===== src/rtl/mem_stage_ctrl.sv =====
// Memory stage controller for slot 0 of the dual-issue pipe.
// Issues word-aligned D-cache requests with byte enables, stalls the pipe
// while a request is outstanding, formats load data and drives MEM/WB.
module mem_stage_ctrl #(
  parameter int DATA_WIDTH    = 32,
  parameter int RF_ADDR_WIDTH = 5
) (
  input  logic                     clk,
  input  logic                     rst_n,
  input  logic                     exmem_valid,
  input  logic                     exmem_ld_en,
  input  logic                     exmem_st_en,
  input  logic [2:0]               exmem_ld_type,
  input  logic [1:0]               exmem_st_type,
  input  logic [DATA_WIDTH-1:0]    exmem_addr,
  input  logic [DATA_WIDTH-1:0]    exmem_st_data,
  input  logic [DATA_WIDTH-1:0]    exmem_alu_result,
  input  logic [RF_ADDR_WIDTH-1:0] exmem_rd_addr,
  input  logic                     exmem_rd_wrt_en,
  input  logic                     flush,
  output logic                     dcache_req,
  output logic                     dcache_we,
  output logic [DATA_WIDTH-1:0]    dcache_addr,
  output logic [DATA_WIDTH-1:0]    dcache_wdata,
  output logic [3:0]               dcache_be,
  input  logic                     dcache_ack,
  input  logic [DATA_WIDTH-1:0]    dcache_rdata,
  output logic                     mem_stall,
  output logic                     MemWb_RdWrtEn_0,
  output logic [RF_ADDR_WIDTH-1:0] MemWb_RdAddr_0,
  output logic [DATA_WIDTH-1:0]    MemWb_Data_0,
  output logic [DATA_WIDTH-1:0]    Dcache_DataRd_0,
  output logic                     misalign_exc
);

  localparam logic [0:0] IDLE   = 1'b0;
  localparam logic [0:0] ACCESS = 1'b1;

  logic [0:0]               state_q, state_d;
  logic                     req_q, we_q, killed_q;
  logic [DATA_WIDTH-1:0]    addr_q, wdata_q;
  logic [3:0]               be_q;
  logic [1:0]               byteOff_q;
  logic [2:0]               ldType_q;
  logic [RF_ADDR_WIDTH-1:0] rd_q;
  logic                     wrtEn_q;

  logic                     wen_q, misalign_q;
  logic [RF_ADDR_WIDTH-1:0] wbRd_q;
  logic [DATA_WIDTH-1:0]    wbData_q, dataRd_q;

  logic                  isMem, isByte, isHalf, aligned, accept, stallRaw;
  logic [DATA_WIDTH-1:0] wdata_d, shifted, loadFmt;
  logic [3:0]            be_d;

  // Decode access size and alignment; undefined encodings fall back to word
  always_comb begin
    isMem = exmem_ld_en | exmem_st_en;
    if (exmem_ld_en) begin
      isByte = (exmem_ld_type[1:0] == 2'b00);
      isHalf = (exmem_ld_type[1:0] == 2'b01);
    end else begin
      isByte = (exmem_st_type == 2'b00);
      isHalf = (exmem_st_type == 2'b01);
    end
    aligned = isByte | (isHalf & ~exmem_addr[0]) |
              (~isByte & ~isHalf & (exmem_addr[1:0] == 2'b00));
    accept  = (state_q == IDLE) & exmem_valid & isMem & ~flush & aligned;
  end

  // Replicate store data across lanes and pick the byte enables
  always_comb begin
    wdata_d = '0;
    be_d    = 4'b1111;
    if (exmem_st_en) begin
      if (exmem_st_type == 2'b00) begin
        wdata_d = {4{exmem_st_data[7:0]}};
        be_d    = 4'b0001 << exmem_addr[1:0];
      end else if (exmem_st_type == 2'b01) begin
        wdata_d = {2{exmem_st_data[15:0]}};
        be_d    = exmem_addr[1] ? 4'b1100 : 4'b0011;
      end else begin
        wdata_d = exmem_st_data;
        be_d    = 4'b1111;
      end
    end
  end

  // Align the returned word to the byte offset and extend per load type
  always_comb begin
    shifted = dcache_rdata >> {byteOff_q, 3'b000};
    case (ldType_q)
      3'b000:  loadFmt = {{24{shifted[7]}}, shifted[7:0]};
      3'b001:  loadFmt = {{16{shifted[15]}}, shifted[15:0]};
      3'b100:  loadFmt = {24'h0, shifted[7:0]};
      3'b101:  loadFmt = {16'h0, shifted[15:0]};
      default: loadFmt = dcache_rdata;
    endcase
  end

  // Two-state FSM: leave IDLE on an accepted op, return on ack
  always_comb begin
    state_d = state_q;
    if (state_q == IDLE) begin
      if (accept) state_d = ACCESS;
    end else if (dcache_ack) begin
      state_d = IDLE;
    end
  end

  assign stallRaw  = accept | ((state_q == ACCESS) & ~dcache_ack);
  assign mem_stall = rst_n & stallRaw;

  // Request registers: captured on acceptance, held stable until ack
  always_ff @(posedge clk or negedge rst_n) begin
    if (!rst_n) begin
      state_q   <= IDLE;
      req_q     <= 1'b0;
      we_q      <= 1'b0;
      addr_q    <= '0;
      wdata_q   <= '0;
      be_q      <= '0;
      byteOff_q <= '0;
      ldType_q  <= '0;
      rd_q      <= '0;
      wrtEn_q   <= 1'b0;
      killed_q  <= 1'b0;
    end else begin
      state_q <= state_d;
      if (state_q == IDLE) begin
        killed_q <= 1'b0;
        if (accept) begin
          req_q     <= 1'b1;
          we_q      <= exmem_st_en;
          addr_q    <= {exmem_addr[DATA_WIDTH-1:2], 2'b00};
          wdata_q   <= wdata_d;
          be_q      <= be_d;
          byteOff_q <= exmem_addr[1:0];
          ldType_q  <= exmem_ld_type;
          rd_q      <= exmem_rd_addr;
          wrtEn_q   <= exmem_rd_wrt_en;
        end
      end else if (dcache_ack) begin
        req_q    <= 1'b0;
        killed_q <= 1'b0;
      end else if (flush) begin
        killed_q <= 1'b1;
      end
    end
  end

  // MEM/WB register: bubble while stalled, else capture the retiring op
  always_ff @(posedge clk or negedge rst_n) begin
    if (!rst_n) begin
      wen_q      <= 1'b0;
      wbRd_q     <= '0;
      wbData_q   <= '0;
      dataRd_q   <= '0;
      misalign_q <= 1'b0;
    end else if (stallRaw) begin
      wen_q      <= 1'b0;
      misalign_q <= 1'b0;
    end else if (state_q == ACCESS) begin
      misalign_q <= 1'b0;
      wbRd_q     <= rd_q;
      if (we_q) begin
        wen_q <= 1'b0;
      end else begin
        wen_q    <= wrtEn_q & (rd_q != '0) & ~(killed_q | flush);
        wbData_q <= loadFmt;
        dataRd_q <= loadFmt;
      end
    end else begin
      wbRd_q     <= exmem_rd_addr;
      wen_q      <= exmem_valid & ~isMem & exmem_rd_wrt_en & ~flush &
                    (exmem_rd_addr != '0);
      misalign_q <= exmem_valid & isMem & ~aligned & ~flush;
      if (!isMem) wbData_q <= exmem_alu_result;
    end
  end

  assign dcache_req      = req_q;
  assign dcache_we       = we_q;
  assign dcache_addr     = addr_q;
  assign dcache_wdata    = wdata_q;
  assign dcache_be       = be_q;
  assign MemWb_RdWrtEn_0 = wen_q;
  assign MemWb_RdAddr_0  = wbRd_q;
  assign MemWb_Data_0    = wbData_q;
  assign Dcache_DataRd_0 = dataRd_q;
  assign misalign_exc    = misalign_q;

endmodule


===== config.mk =====
export PLATFORM = sky130hd
export DESIGN_NAME = mem_stage_ctrl
export DESIGN_NICKNAME = d
export VERILOG_FILES = /design/src/rtl/mem_stage_ctrl.sv
export SDC_FILE = /design/constraint.sdc
export NUM_CORES = 1
export LEC_CHECK = 0
export ABC_AREA = 1
export CAP_MARGIN = 5
export CELL_PAD_IN_SITES_DETAIL_PLACEMENT = 1
export CELL_PAD_IN_SITES_GLOBAL_PLACEMENT = 1
export CORE_MARGIN = 4
export CORE_UTILIZATION = 33
export CTS_CLUSTER_SIZE = 8
export DETAILED_ROUTE_END_ITERATION = 16
export GPL_ROUTABILITY_DRIVEN = 0
export PLACE_DENSITY = 0.87
export SETUP_SLACK_MARGIN = 0.02
export SYNTH_ARGS = -nofsm -noshare
export SYNTH_HDL_FRONTEND = slang
export SYNTH_SLANG_ARGS = --single-unit

===== constraint.sdc =====
create_clock -name clk -period 3.8 [get_ports clk]
set_input_delay 0.38 -clock clk [delete_from_list [all_inputs] [get_ports clk]]
set_output_delay 0.38 -clock clk [all_outputs]
set_load 0.02 [all_outputs]

==> metrics, run 1 <==
status finished clean; worst rel slew slack 43.7%; gr ovfl total 0; final setup violation count 0; Setup crit start kind input pin; leakage 0.00511 µW; HPWL after detailed placement 21.1 mm; HP Class input pin to async pin; Placeable Area 21400 µm²; Max Clock Freq 0.394 GHz; Setup TNS 0 ns; Post-synth EDFFs 0; H-Tree Depth 4; Routed wire per std cell 19.2 µm; largest net degree at the start of global routing 86; Design Power 6950 µW; Die Height 156 µm; Syn-to-layout area delta 50.1%; endpoints failing hold 0; Fin Clk Skew 0.0160 ns; Ys Warns 0; Row Count 53; worst skew pair latency 0.42 ns; share of post-route cells with drive strength above 1 6.14%; CTS buffer count 17; Worst Reg-to-Reg Cells 9; fin. max-slew vios 0; CTS tree done; commonest cells after routing, fill and taps aside nand2_1 (393), clkdlybuf4s50_1 (284), dfrtp_1 (151); clock sink count 152; Distinct cells, synth 27; antenna-violating nets left 0; Clock Pin Slew Worst Setup and Hold Paths 0.07 ns; global-route wire length before repair 44.7 mm; Switch Pwr 2610 µW; CP endpoint kind primary output; DRC 0; reg2reg end MemWb_Data_0[16]; Internal 4340 µW; commonest register cell after synthesis dfrtp_1; switch share 37.6%; average size of a mapped cell 7.78 µm²; Crit path required time 3.42 ns; Power Dens Cells 638 nW/µm²; DR pass1 iterations 4; via count 7459; Synth async-reset ratio 100%; routed wire length 28.4 mm; Cell Area, Synth 7250 µm²; Clock Power Share 24.9%; post-CTS resize count 0; Yosys reg bits 152; Longest Clk Path Bufs 2; Gate power share 39.8%; Critical R2R Launch byteOff_q[0]; max cap viols 0; worst setup path end mem_stall; Initial DRC Count 414; Starting Density 34.0%; Tot GR Track Use 23.2%; Tcrit/Tclk final 66.9%; Post-Synthesis Cells 932; Tightest Pin Transition 0.844 ns; ant diodes 0; Clock Root Buffer clkbuf_16; register area share after synthesis 52.4%; Final Critical Period 2.54 ns; initial antenna violation count 0; commonest non-fill, non-tap cell in the layout nand2_1; die area 24400 µm²; Die Wd 156 µm; fin cells 1481; hold slack 0.443 ns; CP Class input pin to primary output; Critical Path AT 2.16 ns; vias in the first global route 8042; maximum VDD drop 0.264 mV; Cells after DPL 1449; RSZ-0062 raised after global routing false; sequential power share 35.3%; Port Buffers 285; nets@finish 1340; io pins 288; r2r setup slk 1.31 ns; CP Max Fanout 5; routed vias/inst 5.04; Critical Path Source exmem_addr[0]
==> power groups by stage <==
stage / clock [µW] / sequential [µW] / combinational (µW)
after floorplan: 0 / 2910 / 872
after global placement: 0 / 2450 / 2720
after detailed placement: 0 / 2470 / 2790
after CTS: 1770 / 2450 / 2800
after global routing: 1840 / 2510 / 3010
final: 1730 / 2450 / 2770
==> cell type report <==
cell class / instances / area (µm²)
Timing Repair Buffer: 298 / 2970
Fill cell: 2557 / 10500
Clock inverter: 12 / 141
Multi-Input combinational cell: 684 / 3020
Inverter: 41 / 154
Sequential cell: 152 / 3800
Tap cell: 275 / 344
Clock buffer: 19 / 453
==> worst min-delay path by stage <==
stage	from	to	slack, ns	cells after the start
finish	rst_n	MemWb_Data_0[28]	0.44	2
global placement	rst_n	Dcache_DataRd_0[21]	0.28	1
floorplan	rst_n	Dcache_DataRd_0[0]	0.08	0
detailed placement	rst_n	Dcache_DataRd_0[21]	0.28	1
global route	rst_n	MemWb_Data_0[28]	0.45	2
CTS	rst_n	MemWb_Data_0[28]	0.43	2
==> worst max-delay path, cell delays in order <==
cell             delay (ns)
clkdlybuf4s50_1        0.51
inv_1                  0.14
nand2_1                0.10
nand3_2                0.12
nand2_2                0.09
a21boi_0               0.18
clkdlybuf4s50_1        0.63
==> routing by layer <==
layer / vias to the layer above / wire length [µm] / global-route usage, %
li1: 3504 / - / -
met1: 3606 / 11600 / 29.6
met2: 317 / 13500 / 38.0
met3: 32 / 2780 / 7.80
met4: 0 / 493 / 6.36
met5: - / 0 / 0
==> timing repair <==
item,CTS,global route
hold endpoints to repair,27,0
buffers inserted,0,0
hold buffers,1,0
==> synthesized netlist by cell type (6+ instances only) <==
master    number  area (µm²)
a22o_1        24         210
o21ai_0       54         270
inv_1         35         131
nand2_1      393        1480
nand3_1       55         275
or2_2         15        93.8
a31oi_1       27         169
nor2_1        85         319
clkbuf_1      21        78.8
inv_2          6        22.5
o211ai_1       8        60.1
dfrtp_1      152        3800
buf_2         19        95.1
buf_4          8        60.1
==> logic make-up (layout without fill, tap and decap cells) <==
family,Yosys count,count (layout),synth area share [%]
simple gates,562,562,31.1
compound gates,120,120,10.3
other cells,1,2,0.0517
buf+inv,97,370,6.07
flops,152,152,52.4
==> through the flow <==
| stage | cell area, µm² | util [%] | worst slack [ns] |
|---|---|---|---|
| 2_1_floorplan | 7260 | - | 1.78 |
| 3_3_place_gp | 10300 | 48.1 | 1.24 |
| 3_5_place_dp | 10300 | 48.1 | 1.16 |
| 4_1_cts | 10900 | 51.0 | 1.26 |
| 5_1_grt | 10900 | 51.0 | 1.09 |
| 6_report | 10900 | 51.0 | 1.26 |
==> registers in the layout, summed over array words and instances, names as in the netlist <==
name,flops
ldType_q,3
MemWb_Data_0,32
state_q,1
killed_q,1
wrtEn_q,1
dcache_we,1
misalign_exc,1
dcache_wdata,32
dcache_req,1
rd_q,5
dcache_addr,30
Dcache_DataRd_0,32
MemWb_RdWrtEn_0,1
byteOff_q,2
dcache_be,4
MemWb_RdAddr_0,5
No activity file was read; power rests on OpenSTA's default activity.
==> run 2: changes to the inputs <==
CORE_UTILIZATION = 28   (was 33)
PLACE_DENSITY = 0.78   (was 0.87)
clock period = 2.27 ns   (was 3.8 ns; I/O delays follow)
==> run 2 against run 1 <==
Die area rose by 17%. Sequential share of layout area fell by 0.87 points. Combinational power rose by 72%. Wire length fell by 0.50%. Non-clock buffer count rose by 21. Cell count rose by 5.2%. Count of clock-buffer cells in the layout fell by 1. Register-to-register slack got worse by 0.87 ns. Final area rose by 2.6%. First-iteration DRC count rose by 13%.
==> metrics, run 2 (synthesized netlist as in run 1, its figures left out) <==
HP Class input pin to flop; nets@finish 1361 (+1.6%); vias in the first global route 7711 (-4.1%); Power Dens Cells 1050 nW/µm² (+65%); filler instances 3039 (+19%); area occupied by multi-input gates 3020 µm² (unchanged); Post-Place Cell Area 10500 µm² (+2.6%); Tightest Pin Transition 0.918 ns (+0.0735 ns); die area 28500 µm² (+17%); leakage 0.00525 µW (+2.7%); io pins 288 (unchanged); final setup violation count 0 (unchanged); status finished clean; routed vias/inst 4.70 (-6.6%); maximum VDD drop 0.398 mV (+51%); Placeable Area 25300 µm² (+19%); Switch Pwr 4430 µW (+70%); DRC 0 (unchanged); Fin Clk Skew 0.0130 ns (-0.00295 ns); initial antenna violation count 0 (unchanged); r2r setup slk 0.44 ns (-0.87 ns); Tcrit/Tclk final 90.1%; CTS tree done; fin cells 1558 (+5.2%); Internal 7330 µW (+69%); Port Buffers 285 (unchanged); antenna-violating nets left 0 (unchanged); CTS buffer count 17 (unchanged); final setup margin 0.224 ns (-1.03 ns); worst skew pair latency 0.42 ns (about the same); commonest non-fill, non-tap cell in the layout nand2_1; Max Clock Freq 0.489 GHz; max cap viols 0 (unchanged); Setup crit start kind flop; endpoints failing hold 0 (unchanged); routed wire length 28.2 mm (-0.50%); Clock Pin Slew Worst Setup and Hold Paths 0.07 ns (about the same); worst rel slew slack 38.8% (-4.9 points); sequential power share 34.0% (-1.3 points); Layout Utilization 44.1% (-6.9 points); Die Wd 169 µm (+8.1%); ant diodes 0 (unchanged); gr ovfl total 0 (unchanged); Post-CTS Setup Bufs 0 (unchanged); Gate power share 40.6% (+0.8 points); Clock Root Buffer clkbuf_16; CP Class flop to primary output; Final Critical Period 2.05 ns; Register Area 3800 µm² (unchanged); pre-CTS setup slack -0.0229 ns (-1.18 ns); fin. max-slew vios 0 (unchanged); Critical Path AT 1.82 ns (-0.34 ns); Routed wire per std cell 18.1 µm (-5.4%); switch share 37.7% (+0.12 points); Longest Clk Path Bufs 2 (unchanged); Syn-to-layout area delta 53.9%; Clock Power Share 25.4% (+0.5 points); H-Tree Depth 4 (unchanged); DR pass1 iterations 4 (unchanged); commonest cells after routing, fill and taps aside nand2_1 (393), clkdlybuf4s50_1 (283), dfrtp_1 (151); CP endpoint kind primary output; Setup TNS 0 ns (unchanged); largest net degree at the start of global routing 70 (-19%); final instance area 11200 µm² (+2.6%); RSZ-0062 raised after global routing false; Tot GR Track Use 19.8% (-3.4 points); share of post-route cells with drive strength above 1 7.74% (+1.6 points); clock sink count 152 (unchanged); via count 7325 (-1.8%); HPWL after detailed placement 20.9 mm (-0.94%); Initial DRC Count 469 (+13%); Cells after DPL 1525 (+5.2%); Die Height 169 µm (+8.1%); CP Max Fanout 5 (unchanged); Row Count 58 (+9.4%); Crit path required time 2.04 ns (-1.38 ns); global-route wire length before repair 44.4 mm (-0.77%); Starting Density 28.6% (-5.3 points)
-- run 2: changes by cell type in the layout (fill, tap and decap cells not counted), sizes merged --
| cell | delta |
|---|---|
| inv | +4 |
| clkdlybuf4s50 | -1 |
| dlygate4sd2 | +1 |
| clkinv | +3 |
| clkbuf | -1 |
| clkinvlp | -5 |
| buf | +21 |
-- run 2: cell type report --
type	instances	share of cell area (%)
Inverter	41	1.38
Clock buffer	18	3.84
Clock inverter	14	1.61
Sequential cell	152	34.1
Tap cell	330	3.70
Timing Repair Buffer	319	28.3
Multi-Input combinational cell	684	27.1
-- run 2: stage by stage --
| stage | total power [µW] | hold WS (ns) |
|---|---|---|
| 6_report | 11800 | 0.332 |
| 3_3_place_gp | 8770 | 0.352 |
| 2_1_floorplan | 6320 | -0.0686 |
| 5_1_grt | 12500 | 0.319 |
| 3_5_place_dp | 8880 | 0.350 |
| 4_1_cts | 11900 | 0.313 |
-- run 2: final timing paths --
kind,startpoint,endpoint,cells past startpoint
hold reg to reg,MemWb_Data_0[20],MemWb_Data_0[20],2
max in group asynchronous,rst_n,MemWb_Data_0[27],4
hold / removal,exmem_addr[24],dcache_addr[24],3
setup reg to reg,byteOff_q[0],MemWb_Data_0[21],11
setup / recovery,state_q,mem_stall,5
min in group asynchronous,rst_n,byteOff_q[0],3
-- run 2: timing repair --
item	CTS	global route
hold buffers	1	0
endpoints found under the hold margin	36	0
resized for setup	1	0
endpoints found under the setup margin	1	0
-- run 2: power groups by stage --
stage                     Clock (µW)  Sequential (µW)  Combinational, µW
after CTS                       3070             4010               4860
after floorplan                    0             4870               1460
after detailed placement           0             4040               4840
after global placement             0             4020               4750
after global routing            3180             4120               5200
final                           2980             4000               4770
-- run 2: metal layers --
layer / part of all wire (%) / GRT usage [%] / wire length [µm] / vias to the layer above
li1: - / - / - / 3541
met1: 44 / 25.9 / 12400 / 3525
met2: 47 / 32.4 / 13200 / 250
met3: 8.8 / 7.10 / 2470 / 9
met4: 0.70 / 3.25 / 199 / 0
met5: 0 / 0 / 0 / -
-- run 2: worst max-delay path, cell delays in order (launching register included) --
cell,delay (ns)
dfrtp_2,0.40
inv_1,0.07
or2_2,0.28
a21boi_0,0.18
buf_4,0.14
dlygate4sd2_1,0.32
